==> src/rtl/sdp_ram_be.sv <==
// Simple-dual-port RAM with a byte-enabled write port, an independent read port,
// configurable read latency and read-during-write policy, and a built-in clear sequencer.
module sdp_ram_be #(
  parameter int DATA_WIDTH     = 32,
  parameter int ADDR_WIDTH     = 5,
  parameter int DEPTH          = 32,
  parameter int RD_LATENCY     = 1,
  parameter int WRITE_FIRST    = 0,
  parameter int CLEAR_ON_RESET = 1
) (
  input  logic                    clk,
  input  logic                    rst,
  input  logic                    wr_en,
  input  logic [ADDR_WIDTH-1:0]   wr_addr,
  input  logic [DATA_WIDTH-1:0]   wr_data,
  input  logic [DATA_WIDTH/8-1:0] wr_be,
  input  logic                    rd_en,
  input  logic [ADDR_WIDTH-1:0]   rd_addr,
  output logic [DATA_WIDTH-1:0]   rd_data,
  output logic                    rd_valid,
  input  logic                    clr_req,
  output logic                    busy
);

  localparam int NUM_BYTES = DATA_WIDTH / 8;
  localparam logic [ADDR_WIDTH:0]   DEPTH_EXT = (ADDR_WIDTH + 1)'(DEPTH);
  localparam logic [ADDR_WIDTH-1:0] LAST_ADDR = ADDR_WIDTH'(DEPTH - 1);

  typedef enum logic {IDLE, CLEAR} state_t;

  state_t                  state;
  logic [ADDR_WIDTH-1:0]   clr_cnt;
  logic [DATA_WIDTH-1:0]   mem [DEPTH];
  logic [DATA_WIDTH-1:0]   rd_word;
  logic [DATA_WIDTH-1:0]   s1_data;
  logic                    s1_valid;
  logic                    idle;
  logic                    wr_hit;
  logic                    rd_acc;
  logic                    rd_in_range;
  logic                    clr_wr;

  assign idle        = (state == IDLE);
  assign wr_hit      = idle && !rst && wr_en && ({1'b0, wr_addr} < DEPTH_EXT);
  assign rd_acc      = idle && rd_en;
  assign rd_in_range = ({1'b0, rd_addr} < DEPTH_EXT);
  assign clr_wr      = (state == CLEAR) && !rst;
  assign busy        = (state == CLEAR);

  always_ff @(posedge clk or posedge rst) begin
    if (rst) begin
      state   <= (CLEAR_ON_RESET != 0) ? CLEAR : IDLE;
      clr_cnt <= '0;
    end else begin
      case (state)
        IDLE: begin
          if (clr_req) begin
            state   <= CLEAR;
            clr_cnt <= '0;
          end
        end
        CLEAR: begin
          if (clr_cnt == LAST_ADDR) begin
            state   <= IDLE;
            clr_cnt <= '0;
          end else begin
            clr_cnt <= clr_cnt + 1'b1;
          end
        end
        default: state <= IDLE;
      endcase
    end
  end

  // The clear sequencer shares the single write port; user writes only land in IDLE.
  always_ff @(posedge clk) begin
    if (clr_wr) begin
      mem[clr_cnt] <= '0;
    end else if (wr_hit) begin
      for (int i = 0; i < NUM_BYTES; i++) begin
        if (wr_be[i]) begin
          mem[wr_addr][8*i +: 8] <= wr_data[8*i +: 8];
        end
      end
    end
  end

  always_comb begin
    rd_word = '0;
    if (rd_in_range) begin
      rd_word = mem[rd_addr];
      if ((WRITE_FIRST != 0) && wr_hit && (wr_addr == rd_addr)) begin
        for (int i = 0; i < NUM_BYTES; i++) begin
          if (wr_be[i]) begin
            rd_word[8*i +: 8] = wr_data[8*i +: 8];
          end
        end
      end
    end
  end

  always_ff @(posedge clk or posedge rst) begin
    if (rst) begin
      s1_valid <= 1'b0;
      s1_data  <= '0;
    end else begin
      s1_valid <= rd_acc;
      if (rd_acc) begin
        s1_data <= rd_word;
      end
    end
  end

  generate
    if (RD_LATENCY == 2) begin : g_lat2
      logic [DATA_WIDTH-1:0] s2_data;
      logic                  s2_valid;

      // Extra output stage; data only advances with a valid read so rd_data holds otherwise.
      always_ff @(posedge clk or posedge rst) begin
        if (rst) begin
          s2_valid <= 1'b0;
          s2_data  <= '0;
        end else begin
          s2_valid <= s1_valid;
          if (s1_valid) begin
            s2_data <= s1_data;
          end
        end
      end

      assign rd_data  = s2_data;
      assign rd_valid = s2_valid;
    end else begin : g_lat1
      assign rd_data  = s1_data;
      assign rd_valid = s1_valid;
    end
  endgenerate

endmodule

==> config.mk <==
export PLATFORM = sky130hd
export DESIGN_NAME = sdp_ram_be
export DESIGN_NICKNAME = d
export VERILOG_FILES = /design/src/rtl/sdp_ram_be.sv
export SDC_FILE = /design/constraint.sdc
export NUM_CORES = 1
export LEC_CHECK = 0
export CAP_MARGIN = 20
export CELL_PAD_IN_SITES_DETAIL_PLACEMENT = 0
export CELL_PAD_IN_SITES_GLOBAL_PLACEMENT = 1
export CORE_MARGIN = 2
export CORE_UTILIZATION = 54
export CTS_CLUSTER_SIZE = 40
export DETAILED_ROUTE_END_ITERATION = 12
export GPL_TIMING_DRIVEN = 0
export PLACE_DENSITY = 0.88
export SKIP_LAST_GASP = 1
export SLEW_MARGIN = 20
export SYNTH_ARGS = -nofsm -noshare
export SYNTH_HDL_FRONTEND = slang
export SYNTH_SLANG_ARGS = --single-unit
==> constraint.sdc <==
create_clock -name clk -period 2.75 [get_ports clk]
set_input_delay 0.275 -clock clk [delete_from_list [all_inputs] [get_ports clk]]
set_output_delay 0.275 -clock clk [all_outputs]
set_load 0.1 [all_outputs]
-- Word level (Yosys, flattened, before mapping)
Memory sizes are Yosys's and may differ from the RTL's. A register that Yosys moved wholly into a read port is not among the register bits.
Index checks and enable logic that the tools add are counted.
- reductions and logical operators: 6
- magnitude comparators: 0
- div/mod/pow operators: 0
- multiply operators: 0
- eq/ne operators: 2
- shifts and indexed selects: 0
- bitwise operators: 1
- $add $sub $neg: 1
- multiplexer cells: 27
- operators with widths (kind ; count):
    2-to-1 mux 32 bit ; 1
    OR reduction 32 bit ; 1
    2-to-1 mux 1 bit ; 20
    2-to-1 mux 5 bit ; 3
    one-hot mux 5 bit (2 select lines) ; 1
    adder 5 x 1 -> 5 bit, second input constant ; 1
    equality test 5 bit, second input constant ; 1
    logical AND 1 bit ; 4
    2-to-1 mux 4 bit ; 1
    inequality test 2 bit, second input constant ; 1
    one-hot mux 1 bit (2 select lines) ; 1
    zero test 1 bit ; 1
    inverter 1 bit ; 1
- flip-flop bits (word level): 7
- bits of input ports: 51
- ROM bits: 0
- bits in latches: 0
- logic and storage cells: 41
- bits in writable memories: 1024
- output and inout bits: 34
- memories kept: 1
- memories (name ; words ; bits a word ; read ports ; clocked after memory_dff ; wr ports ; RTL line ; text):
    mem ; 32 ; 32 ; 1 ; 1 ; 1 ; 33 ; logic [DATA_WIDTH-1:0] mem [DEPTH];

-- Depth between registers and ports, before layout
Gate-level depths: netlist (run 1).
- depth after elaboration: 8
- depth in mapped cells: 8

-- Worst setup path before layout (run 1)
OpenSTA, ideal clock, no wires.
- kind: flip-flop to flip-flop
- from: register state (netlist: busy)
- to: memory mem[3][0], enable pin
- data required time: 2.380 ns
- slack: 0.220 ns
- period minus slack after synthesis: 2.530 ns
- stages on the path, launching flop included: 7
- buffers on the path: 2
- arrival time: 2.160 ns
- cells stage by stage: dfstp_2 > nor4b_2 > buf_2 > buf_4 > nor4_1 > a41oi_2 > nor2_1
- longest elaborated chain between the ends: 8
- elaborated cells between the ends (all ways): 21
- ends and longest elaborated chain (element ; RTL line ; text):
    start: declaration ; 31 ; state_t state;
    start signal: assignment ; 52 ; state <= (CLEAR_ON_RESET != 0) ? CLEAR : IDLE;
    inverter 1 bit ; n/a ;
    logical AND 1 bit (2 in a row) ; 44 ; assign wr_hit = idle && !rst && wr_en && ({1'b0, wr_addr} < DEPTH_EXT);
    2-to-1 mux 1 bit ; 79 ; end else if (wr_hit) begin
    2-to-1 mux 1 bit ; 77 ; if (clr_wr) begin
    2-to-1 mux 1 bit (implied by the code) ; 82 ; mem[wr_addr][8*i +: 8] <= wr_data[8*i +: 8];
    OR reduction 32 bit (no line) ; n/a ;
    2-to-1 mux 5 bit (no line) or 2-to-1 mux 4 bit (tied branches) ; n/a ;
    end: declaration ; 33 ;
Several ways; a longest one is shown, not always the timed one.

-- Worst setup path in the final report (run 1)
- from: register state (netlist: busy)
- to: memory mem[26][11], enable pin
The elaborated chain is that of the path after synthesis.

==> impl_metrics.tcl, run 1 <==
set metrics [dict create \
    initial_core_util_pct 54.6 \
    period_share_pct 103 \
    violations "negative setup slack" \
    finalCriticalPeriod_ns 2.83 \
    setup_ws_ns -0.0828 \
    crit_path_end_kind "flip-flop" \
    p_leak_nw 17.4 \
    antenna_found_initial 1 \
    synth_cell_type_count 41 \
    ff2ff_setup_slack_ns -0.08 \
    cts.htree.levels 3 \
    path_clk_slew_ns 0.06 \
    seq_area_frac_synth_pct 75.0 \
    whs_endpoint "busy" \
    hpwlAfterDp_um 75500 \
    ant_nets 0 \
    core_area_um2 77500 \
    synth_nets 2455 \
    yosysTopAreaCellShare_pct 72.7 \
    drtIter0Drc 3824 \
    row_count 102 \
    finalNonFillerCells 3796 \
    yosys_warnings 0 \
    syn-cell-area_um2 42300 \
    cts_tree "yes" \
    overflow 0 \
    status "complete, but fails checks" \
    min-delay-start "clr_req" \
    die_x_um 284 \
    root_buffer "clkbuf_16" \
    arrival_ns 3.21 \
    synth_largest_area_cell "edfxtp_1" \
    hold_path.class "primary input to flip-flop" \
    port_buffers 83 \
    clock_latency_ns 0.68 \
    cts_buffer_depth 3 \
    numCtsBuffers 102 \
    critPathKind "flip-flop to flip-flop" \
    grt_usage_pct 29.4 \
    maxSlewViolCount 0 \
    clock-sinks 1063 \
    ir_worst_vdd_mv 0.598 \
    whs_path_depth 3 \
    dr.pass1.iters 6 \
    die_h_um 284 \
    num_vias 25200 \
    cts_hold_buffers 0 \
    drive_gt1_share_pct 19.8 \
    r2r_cells 6 \
    ys_top_cells_by_area "edfxtp_1, mux2i_1, a22oi_1" \
    fillers 5017 \
    viasPerCell 6.63 \
    setup_viol 84 \
    slew_headroom_pct 14.7 \
    grt_first_pass_wirelength_um 170000 \
    nNetsFinal 2720 \
    placed_area_um2 44500 \
    grt_pass1_vias 25000 \
    num_antenna_cells 0 \
    finalHoldViolCount 0 \
    crit_fanout 10 \
    placed_cells 3528 \
    grt_max_degree 40 \
    rr_endpoint "mem[26][11]" \
    fmax_ghz 0.353 \
    synth_seq_cells 1063 \
    synth_area_per_cell_um2 17.6 \
    drt-total-wl_um 122000 \
    drc 0 \
    worst_pin_slew_ns 1.28 \
    critPathLaunchType "flip-flop" \
    pin_count 85 \
    synthToLayoutAreaGrowth_pct 19.0 \
    fin_skew_ns 0.0227 \
    die-area_um2 80600 \
    max_cap_violations 0 \
    rsz0062_at_grt "true" \
    p_per_area_nw_per_um2 821 \
    crit_required_ns 3.12 \
    place.gp.congestion 0.888 \
    r2r_start "busy" \
    fin_area_um2 50400 \
    routedWlPerCell_um 32.1 \
    synthCells 2402 \
]
-- final cells by class --
| type | count | area [µm²] | area share [%] |
|---|---|---|---|
| Multi-Input combinational cell | 1185 | 10900 | 21.7 |
| Clock inverter | 53 | 588 | 1.17 |
| Clock buffer | 140 | 2810 | 5.58 |
| Inverter | 3 | 13.8 | 0.0273 |
| Buffer | 152 | 947 | 1.88 |
| Sequential cell | 1063 | 31700 | 63.0 |
| Tap cell | 1040 | 1300 | 2.58 |
| Timing Repair Buffer | 160 | 2040 | 4.04 |
-- per-stage QoR --
stage | util [%] | worst slack, ns | TNS (ns) | hold slack (ns) | total power, mW
5_1_grt | 65.0 | -0.119 | -11.19 | 0.283 | 42.1
3_5_place_dp | 57.5 | -1.44 | -1954.84 | 0.479 | 26.0
6_report | 65.0 | -0.0828 | -1.63 | 0.208 | 41.4
2_1_floorplan | - | 0.220 | 0 | 0.372 | 23.7
4_1_cts | 64.1 | -0.164 | -83.31 | 0.205 | 40.7
3_3_place_gp | 57.4 | -1.48 | -1708.18 | 0.484 | 25.8
-- worst max-delay path, cell delays in order (launching register included) --
cell and delay, ns:
dfstp_4 0.55, nor4b_4 0.33, buf_2 0.30, buf_4 0.29
a41oi_4 0.51, nor2_4 0.34, buf_12 0.18
-- state kept, by name, summed over array words and instances, names as in the netlist --
register and cells:
busy 1, clr_cnt 5, rd_valid 1, mem 1024, rd_data 32
-- cell usage after synthesis, drive strengths merged --
| cell type | instances |
|---|---|
| edfxtp | 1024 |
| nor2b | 7 |
| dfrtp | 38 |
| nand2 | 44 |
| o41ai | 32 |
| nand3b | 1 |
| a22oi | 128 |
| clkbuf | 81 |
| mux2 | 2 |
| nand2b | 11 |
| o31ai | 1 |
| nor4 | 7 |
| a221oi | 64 |
| a41oi | 6 |
| nand3 | 1 |
| and3 | 1 |
| and4 | 1 |
| nor2 | 138 |
| mux2i | 513 |
| o21ai | 6 |
| o22ai | 32 |
| inv | 3 |
| nor4b | 1 |
| dfstp | 1 |
| or2 | 1 |
| or4 | 1 |
| ha | 2 |
| a21oi | 69 |
| and2 | 33 |
| a22o | 64 |
| nor3 | 9 |
| buf | 71 |
| a31oi | 9 |
-- repair_timing --
| item | CTS | global route |
|---|---|---|
| endpoints found under the setup margin | 2041 | 1970 |
| resized for setup | 297 | 83 |
| pin swaps | 24 | 20 |
| setup buffers | 50 | 24 |
| gates cloned | 0 | 1 |
-- worst max-delay path by stage --
stage | startpoint | endpoint
2_1_floorplan | busy | mem[3][0]
3_3_place_gp | rst | mem[16][12]
3_5_place_dp | rst | mem[19][12]
4_1_cts | busy | mem[0][0]
5_1_grt | busy | mem[26][11]
6_report | busy | mem[26][11]
-- cell families after synthesis --
logic type      Yosys count  share of synthesized area, %
compound gates          411                          7.97
fa+ha+maj                 2                        0.0591
flops                  1063                          75.0
mux                     515                          12.2
buf+inv                 155                          2.10
simple gates            256                          2.71
-- cells in the final DEF, fill, tap and decap left out, drive strengths merged --
cell and count:
edfxtp 1024, mux2i 513, clkbuf 225, buf 142, nor2 138, a22oi 128, clkdlybuf4s50 82, a21oi 69
a22o 64, a221oi 64, nand2 44, dfrtp 38, and2 34, clkinv 33, o22ai 32, o41ai 32
bufinv 12, nand2b 11, nor3 9, a31oi 9, nor2b 7, nor4 7, o21ai 6, a41oi 6
inv 6, clkinvlp 5, mux2 2, ha 2, clkdlybuf4s15 2, nand3 1, o31ai 1, or2 1
and3 1, nor4b 1, and4 1, or4 1, nand3b 1, dfstp 1, dlymetal6s2s 1
-- report_power, final --
part | switching [mW] | internal (mW) | leakage [nW]
logic | 5.54 | 2.04 | 5.94
clock network | 6.09 | 8.29 | 1.66
registers | 0.495 | 18.9 | 9.79
-- per-layer routing --
layer / track usage, % / vias up / routed length, µm
li1: - / 10200 / -
met1: 38.4 / 12700 / 43300
met2: 46.0 / 1908 / 56200
met3: 7.00 / 401 / 15000
met4: 15.6 / 2 / 7290
met5: 0 / - / 13
No activity file was read; power rests on OpenSTA's default activity.
==> run 2, diff against run 1 <==
--- a/config.mk
+++ b/config.mk
@@ -13,7 +13,7 @@
 export CTS_CLUSTER_SIZE = 40
 export DETAILED_ROUTE_END_ITERATION = 12
 export GPL_TIMING_DRIVEN = 0
-export PLACE_DENSITY = 0.88
+export PLACE_DENSITY_LB_ADDON = 0.1
 export SKIP_LAST_GASP = 1
 export SLEW_MARGIN = 20
 export SYNTH_ARGS = -nofsm -noshare
==> run 2 against run 1 <==
Compared with the run above: the flow still finishes with violations (negative setup slack); total power increased by 2.0%; worst setup slack got worse by 0.013 ns; sequential power about the same; critical path type unchanged; critical endpoint is now mem[17][12]; largest cell class unchanged; highest routed layer is now met4.
==> impl_metrics.tcl, run 2 (synthesis gave the netlist of run 1 again) <==
set metrics [dict create \
    finalHoldViolCount 0 \
    cts.htree.levels 3 \
    r2r_start "busy" \
    cts_buffer_depth 3 \
    layout_commonest_cell "edfxtp_1" \
    grt_usage_pct 30.4 \
    die_h_um 284 \
    period_share_pct 103 \
    worst_pin_slew_ns 1.20 \
    setup_viol 126 \
    viasPerCell 6.37 \
    fmax_ghz 0.351 \
    critPathKind "flip-flop to flip-flop" \
    overflow 0 \
    final_cell_mix "edfxtp_1, mux2i_1, a22oi_1" \
    clock_latency_ns 0.67 \
    numCtsBuffers 107 \
    p_per_area_nw_per_um2 828 \
    maxSlewViolCount 0 \
    status "complete, but fails checks" \
    initial_core_util_pct 54.6 \
    pin_count 85 \
    setup_ws_ns -0.0953 \
    pre_cts_slack_ns -1.65 \
    grt_first_pass_wirelength_um 172000 \
    critPathLaunchType "flip-flop" \
    max_cap_violations 0 \
    regMostFlops "mem" \
    arrival_ns 3.20 \
    grt_max_degree 33 \
    port_buffers 83 \
    post-route-util_pct 65.7 \
    crit_fanout 10 \
    drive_gt1_share_pct 21.0 \
    startpoint "busy" \
    synthToLayoutAreaGrowth_pct 20.3 \
    num_vias 24300 \
    whs_ns 0.186 \
    grt_pass1_vias 23700 \
    path_clk_slew_ns 0.06 \
    drt-total-wl_um 124000 \
    slew_headroom_pct 20.1 \
    cts_tree "yes" \
    fin_skew_ns 0.0296 \
    rsz0062_at_grt "true" \
    ant_nets 0 \
    largest_register_ffs 1024 \
    crit_path_end_kind "flip-flop" \
    crit_required_ns 3.10 \
    r2r_cells 7 \
    hold_path.class "primary input to asynchronous set/reset pin" \
    finalCriticalPeriod_ns 2.85 \
    total_power_mw 42.2 \
    fillers 5252 \
    die_x_um 284 \
    nNetsFinal 2740 \
    finalSetupTns_ns -3.66 \
    hpwlAfterDp_um 80100 \
    routedWlPerCell_um 32.6 \
    dr.pass1.iters 6 \
    core_area_um2 77500 \
    p_leak_nw 17.6 \
    drtIter0Drc 3044 \
    drc 0 \
    violations "negative setup slack" \
    row_count 102 \
    die-area_um2 80600 \
    root_buffer "clkbuf_16" \
    place.gp.congestion 0.882 \
    ir_worst_vdd_mv 0.544 \
    antenna_found_initial 2 \
    num_antenna_cells 0 \
    clock-sinks 1063 \
]
run 2: changes by cell type in the layout (fill, tap and decap cells not counted), moves of 3 or more:
cell / previous run / this run
buf_12: 51 / 62
bufinv_16: 12 / 18
clkbuf_1: 87 / 58
clkbuf_16: 106 / 109
clkbuf_2: 15 / 20
clkinv_1: 10 / 31
clkinv_2: 22 / 17
nor3_1: 8 / 3
nor3_2: 1 / 5
run 2: power by group:
group | internal (mW) | leakage, nW | switching (mW)
clock network | 8.98 | 1.77 | 6.11
logic | 2.12 | 6.07 | 5.59
registers | 18.9 | 9.79 | 0.458
run 2: critical path, stage by stage, from the launching register on:
cell,delay (ns)
dfstp_2,0.44
nor4b_4,0.26
buf_4,0.23
mux2i_4,0.43
nand2_2,0.32
buf_4,0.33
nor2_2,0.26
buf_4,0.26
run 2: cell type report:
class,instances,area (µm²),share of cell area [%]
plain buffers,152,960,1.88
clock buffers,120,2810,5.52
clock inverters,77,830,1.63
inverters,3,13.8,0.0270
multi-input cells,1184,11000,21.5
flip-flops and latches,1063,31700,62.3
well taps,1040,1300,2.56
repair buffers,176,2320,4.56
run 2: repair_timing:
action	in CTS	in global routing
setup buffers	39	48
endpoints found under the setup margin	2081	1631
pin swaps	21	44
hold endpoints to repair	0	0
resized for setup	263	117
hold buffers	0	0
cloned	0	0
run 2: worst paths after layout:
check	endpoint	slack, ns
worst max-delay path	mem[17][12]	-0.1
worst min-delay path	rd_data[8]	0.19
worst max register to register	mem[17][12]	-0.1
worst min register to register	rd_data[20]	0.50
max in group asynchronous	busy	2.01
min in group clk	mem[12][15]	0.43
run 2: routing by layer:
layer	wire length, µm	GRT usage [%]	vias up
met1	50900	42.6	12700
met3	11000	6.05	215
li1	-	-	10200
met5	0	0	-
met2	58000	47.7	1140
met4	4460	11.4	0
run 2: through the flow:
step | std cells | cell area [µm²]
after global routing | 3815 | 50900
after detailed placement | 3530 | 44600
after floorplan | 2402 | 42300
final | 3815 | 50900
after CTS | 3766 | 49700
after global placement | 3525 | 44500
